<file path="config.mk">
export PLATFORM = sky130hd
export DESIGN_NAME = vga_timing
export DESIGN_NICKNAME = d
export VERILOG_FILES = /design/src/rtl/vga_timing.sv
export SDC_FILE = /design/constraint.sdc
export NUM_CORES = 1
export LEC_CHECK = 0
export ABC_AREA = 1
export ABC_CLOCK_PERIOD_IN_PS = 2900
export BUFFER_PORTS_ARGS = -buffer_cell sky130_fd_sc_hd__buf_2
export CORE_MARGIN = 5
export CORE_UTILIZATION = 57
export DETAILED_ROUTE_END_ITERATION = 16
export PLACE_DENSITY = 0.8
export SYNTH_ARGS = -nofsm -noshare
export SYNTH_HDL_FRONTEND = slang
export SYNTH_SLANG_ARGS = --single-unit
export TNS_END_PERCENT = 30
</file>
<file path="constraint.sdc">
create_clock -name clk -period 2.9 [get_ports clk]
set_clock_uncertainty 0.1 [all_clocks]
set_input_delay 0.29 -clock clk [delete_from_list [all_inputs] [get_ports clk]]
set_output_delay 0.29 -clock clk [all_outputs]
set_load 0.05 [all_outputs]
</file>
<file path="src/rtl/vga_timing.sv">
`default_nettype none
// ============================================================================
// Module   : vga_timing
// Purpose  : Raster timing generator (pixel strobe, scan counters, syncs,
//            blanking, per-frame tick and frame counter).
// Revision : 1.0 - initial release
// ============================================================================
module vga_timing #(
    parameter int CLK_DIV  = 2,
    parameter int H_ACTIVE = 640,
    parameter int H_FP     = 16,
    parameter int H_SYNC   = 96,
    parameter int H_BP     = 48,
    parameter int V_ACTIVE = 480,
    parameter int V_FP     = 10,
    parameter int V_SYNC   = 2,
    parameter int V_BP     = 33
) (
    input  logic        clk,
    input  logic        rst_n,
    output logic        pix_en,
    output logic [10:0] hcount,
    output logic [10:0] vcount,
    output logic        hsync,
    output logic        vsync,
    output logic        hblank,
    output logic        vblank,
    output logic        blank,
    output logic        frame_tick,
    output logic [7:0]  frame_count
);

    localparam int H_TOTAL = H_ACTIVE + H_FP + H_SYNC + H_BP;
    localparam int V_TOTAL = V_ACTIVE + V_FP + V_SYNC + V_BP;

    localparam logic [3:0]  c_div_last = 4'(CLK_DIV - 1);
    localparam logic [10:0] c_h_last   = 11'(H_TOTAL - 1);
    localparam logic [10:0] c_v_last   = 11'(V_TOTAL - 1);
    localparam logic [10:0] c_h_active = 11'(H_ACTIVE);
    localparam logic [10:0] c_v_active = 11'(V_ACTIVE);
    localparam logic [10:0] c_hs_start = 11'(H_ACTIVE + H_FP);
    localparam logic [10:0] c_hs_end   = 11'(H_ACTIVE + H_FP + H_SYNC - 1);
    localparam logic [10:0] c_vs_start = 11'(V_ACTIVE + V_FP);
    localparam logic [10:0] c_vs_end   = 11'(V_ACTIVE + V_FP + V_SYNC - 1);

    logic [3:0]  r_div;
    logic        w_pix_last;
    logic [3:0]  w_div_next;
    logic        w_h_wrap;
    logic [10:0] w_h_next;
    logic [10:0] w_v_next;
    logic        w_hsync_next;
    logic        w_vsync_next;
    logic        w_hblank_next;
    logic        w_vblank_next;
    logic        w_tick_next;

    assign w_pix_last = (r_div == c_div_last);
    assign w_div_next = w_pix_last ? 4'd0 : r_div + 4'd1;

    // The strobe is the only output allowed to see reset combinationally.
    assign pix_en = rst_n & w_pix_last;

    always_comb begin
        w_h_wrap = (hcount == c_h_last);
        w_h_next = w_h_wrap ? 11'd0 : hcount + 11'd1;
        w_v_next = vcount;
        if (w_h_wrap) begin
            w_v_next = (vcount == c_v_last) ? 11'd0 : vcount + 11'd1;
        end
    end

    // Decode from the next counts so registered flags line up with the counters.
    always_comb begin
        w_hsync_next  = !((w_h_next >= c_hs_start) && (w_h_next <= c_hs_end));
        w_vsync_next  = !((w_v_next >= c_vs_start) && (w_v_next <= c_vs_end));
        w_hblank_next = (w_h_next >= c_h_active);
        w_vblank_next = (w_v_next >= c_v_active);
        w_tick_next   = (w_h_next == 11'd0) && (w_v_next == c_v_active);
    end

    always_ff @(posedge clk) begin
        if (!rst_n) begin
            r_div       <= 4'd0;
            hcount      <= 11'd0;
            vcount      <= 11'd0;
            hsync       <= 1'b1;
            vsync       <= 1'b1;
            hblank      <= 1'b0;
            vblank      <= 1'b0;
            blank       <= 1'b0;
            frame_tick  <= 1'b0;
            frame_count <= 8'd0;
        end else begin
            r_div      <= w_div_next;
            frame_tick <= 1'b0;
            if (w_pix_last) begin
                hcount     <= w_h_next;
                vcount     <= w_v_next;
                hsync      <= w_hsync_next;
                vsync      <= w_vsync_next;
                hblank     <= w_hblank_next;
                vblank     <= w_vblank_next;
                blank      <= w_hblank_next | w_vblank_next;
                frame_tick <= w_tick_next;
                if (w_tick_next) begin
                    frame_count <= frame_count + 8'd1;
                end
            end
        end
    end

endmodule
`default_nettype wire
</file>
==> impl_metrics.yaml <==
synthesis:
  synthTopCellsByArea: "dfxtp_1 (32%), nand2_1 (17%), nand3_1 (7.9%)"
  synthCells: 386
  netlist_area_um2: 2470
  synth_top_area_share_pct: 32.4
  synth_nets: 396
  seq_area_frac_synth_pct: 32.4
  yosysUniqueCellTypes: 31
  synth-main-ff-cell: "dfxtp_1"
  yosysTopAreaCell: "dfxtp_1"
  syn_area_per_cell_um2: 6.41
  synth_common_cells: "nand2_1 (112), inv_1 (51), nor2_1 (46)"
  ys_warn_count: 0
  synth.most_common_cell: "nand2_1"
  synth_edf_count: 0
  ys_ff_latch: 40
  async_flop_share_pct: 0
timing:
  slew_violations: 0
  setup_viol: 0
  rsz0062_at_grt: "false"
  slew_headroom_pct: 70.7
  finalHoldViolations: 0
  fin_crit_sh_pct: 87.3
  max_freq_mhz: 395
  worstMarginPinSlew_ns: 0.439
  fin_tns_setup_ns: 0
  period_needed_ns: 2.53
clock_tree:
  h-tree-depth: 2
  cts_tree: "built"
  cts_max_path_buffers: 2
  post_cts_resized: 0
  cts_buffers: 5
  clock_sinks: 40
  cts_setup_buffers: 0
  hold_buffers: 0
  path_clk_slew_ns: 0.08
  clockRootBuffer: "clkbuf_8"
  clock_latency_ns: 0.30
worst_setup_path:
  crit_path_max_fanout: 14
  startpoint_type: "flop"
  cp_slowest_cell: "dfxtp_1"
  cp.arrival_ns: 2.62
  crit_family: "simple AND/OR/NAND/NOR gates"
  worst_path_most_repeated_cell: "nand2_1"
  crit_buf_inv: 0
  cpPeakStageDelay_ns: 0.48
  required_ns: 2.99
  crit_chain: "ha_1, nand4_2, nor2_4, nand2_1, nand2_1, nand2_1, nor2_1, nand2_1, nor2_4, nand2_2, o21ai_1, nor2_1"
  endpoint_kind: "flop"
  setup.worst_path.class: "reg2reg"
power_and_ir_drop:
  ir_drop_mv: 0.338
  power_density_nw_per_um2: 420
  p_total_mw: 1.19
  leakagePower_nw: 1.39
detailed_routing:
  route.detailed.drc: 0
  avgViaCountPerCell: 5.47
  first_iter_violations: 245
  drt.antenna.violating_nets: 0
  wl_per_cell_um: 13.2
  drt-total-wl_um: 6320
  dr.pass1.iters: 5
  vias: 2619
global_routing:
  grt_use_met3_pct: 5.15
  grt_pass1_wl_um: 10800
  busiest_layer: "met2"
  grtUsageTotal_pct: 24.1
  grtUsageMet1_pct: 29.9
  grt_max_degree: 17
  gr-total-overflow: 0
  met2_usage_pct: 41.5
  antenna_found_initial: 0
  grt_pass1_vias: 2450
place:
  place_hpwl_um: 4810
  io_buffers: 38
  place_congestion: 0.866
outcome:
  status: "finished, final reports clean"
die:
  core_um2: 4290
  die_area_um2: 5750
  start_util_pct: 57.6
  die_h_um: 75.9
  die_w_um: 75.9
  num_rows: 24
  io_pins: 39
min_path:
  min-delay-path-class: "in2reg"
cells_and_area:
  fillers: 392
  nets: 437
  antenna_cells: 0
  drive_gt1_share_pct: 15.2
  area_growth_pct: 14.6
job:
  maxCapViolations: 0
## sequential cells by signal, summed over array words and instances (netlist names)
signal,count
vcount,11
vblank,1
hcount,11
frame_tick,1
r_div,4
blank,1
vsync,1
hsync,1
frame_count,8
hblank,1
## cells by family (layout without fill, tap and decap cells)
| family | Yosys count | after routing | share of synthesized area, % |
|---|---|---|---|
| fa+ha+maj | 8 | 8 | 4.05 |
| simple gates | 233 | 233 | 42.8 |
| compound gates | 34 | 34 | 8.10 |
| flops | 40 | 40 | 32.4 |
| buf+inv | 65 | 106 | 10.5 |
| xor+xnor | 6 | 6 | 2.13 |
## placed cells by master, fill, tap and decap left out, drive strengths merged
cell type and n:
a21oi 2, nand2 114, clkbuf 5, inv 55
nor3 5, nand4 17, xor2 5, a31oi 1
clkinv 4, a211o 1, dfxtp 40, buf 40
a211oi 1, nor3b 1, xnor2 1, o21ai 13
o22ai 15, a22o 1, bufinv 2, nor4 1
ha 8, nor2 55, nand3 40
## worst reg2reg max path, delay by kind of cell (launching register included)
| family | cells | cell delay (ns) |
|---|---|---|
| DFF | 1 | 0.48 |
| AOI/OAI and AO/OA | 1 | 0.13 |
| and+or+nand+nor | 10 | 1.45 |
| adders and majority gates | 1 | 0.29 |
## per-layer routing
layer	part of all wire (%)	routed length (µm)
met1	44	2780
met5	0	0
met4	1.7	109
met2	48	3020
met3	6.6	420
## layout make-up
cell class | count | area, µm² | share of cell area (%)
Timing Repair Buffer | 40 | 205 | 7.24
Multi-Input combinational cell | 281 | 1410 | 49.8
Inverter | 59 | 221 | 7.82
Clock buffer | 5 | 68.8 | 2.43
Sequential cell | 40 | 801 | 28.3
Clock inverter | 2 | 60.1 | 2.12
Tap cell | 52 | 65.1 | 2.30
## stage by stage
step,cells,setup WS [ns],hold slack (ns),util [%],cell area (µm²)
6_report,479,0.368,0.209,66.0,2830
5_1_grt,479,0.0816,0.234,66.0,2830
4_1_cts,479,0.373,0.202,66.0,2830
3_5_place_dp,472,0.375,0.337,63.0,2700
3_3_place_gp,472,0.486,0.337,63.0,2700
2_1_floorplan,386,0.299,0.334,-,2470
## power breakdown
part           internal [mW]  switching (mW)
clock                  0.339           0.187
combinational         0.0232          0.0697
sequential             0.558          0.0127
## worst paths after layout
| kind | slack [ns] | to | startpoint | depth (start not counted) |
|---|---|---|---|---|
| worst max-delay path | 0.37 | frame_count[0]$_SDFFE_PN0P_ | hcount[0]$_SDFFE_PN0P_ | 12 |
| worst min-delay path | 0.21 | frame_count[5]$_SDFFE_PN0P_ | rst_n | 3 |
| worst max register to register | 0.37 | frame_count[0]$_SDFFE_PN0P_ | hcount[0]$_SDFFE_PN0P_ | 12 |
| worst min register to register | 0.35 | vblank$_SDFFE_PN0P_ | vblank$_SDFFE_PN0P_ | 2 |
Note: power is estimated with default switching activity, not from simulation.
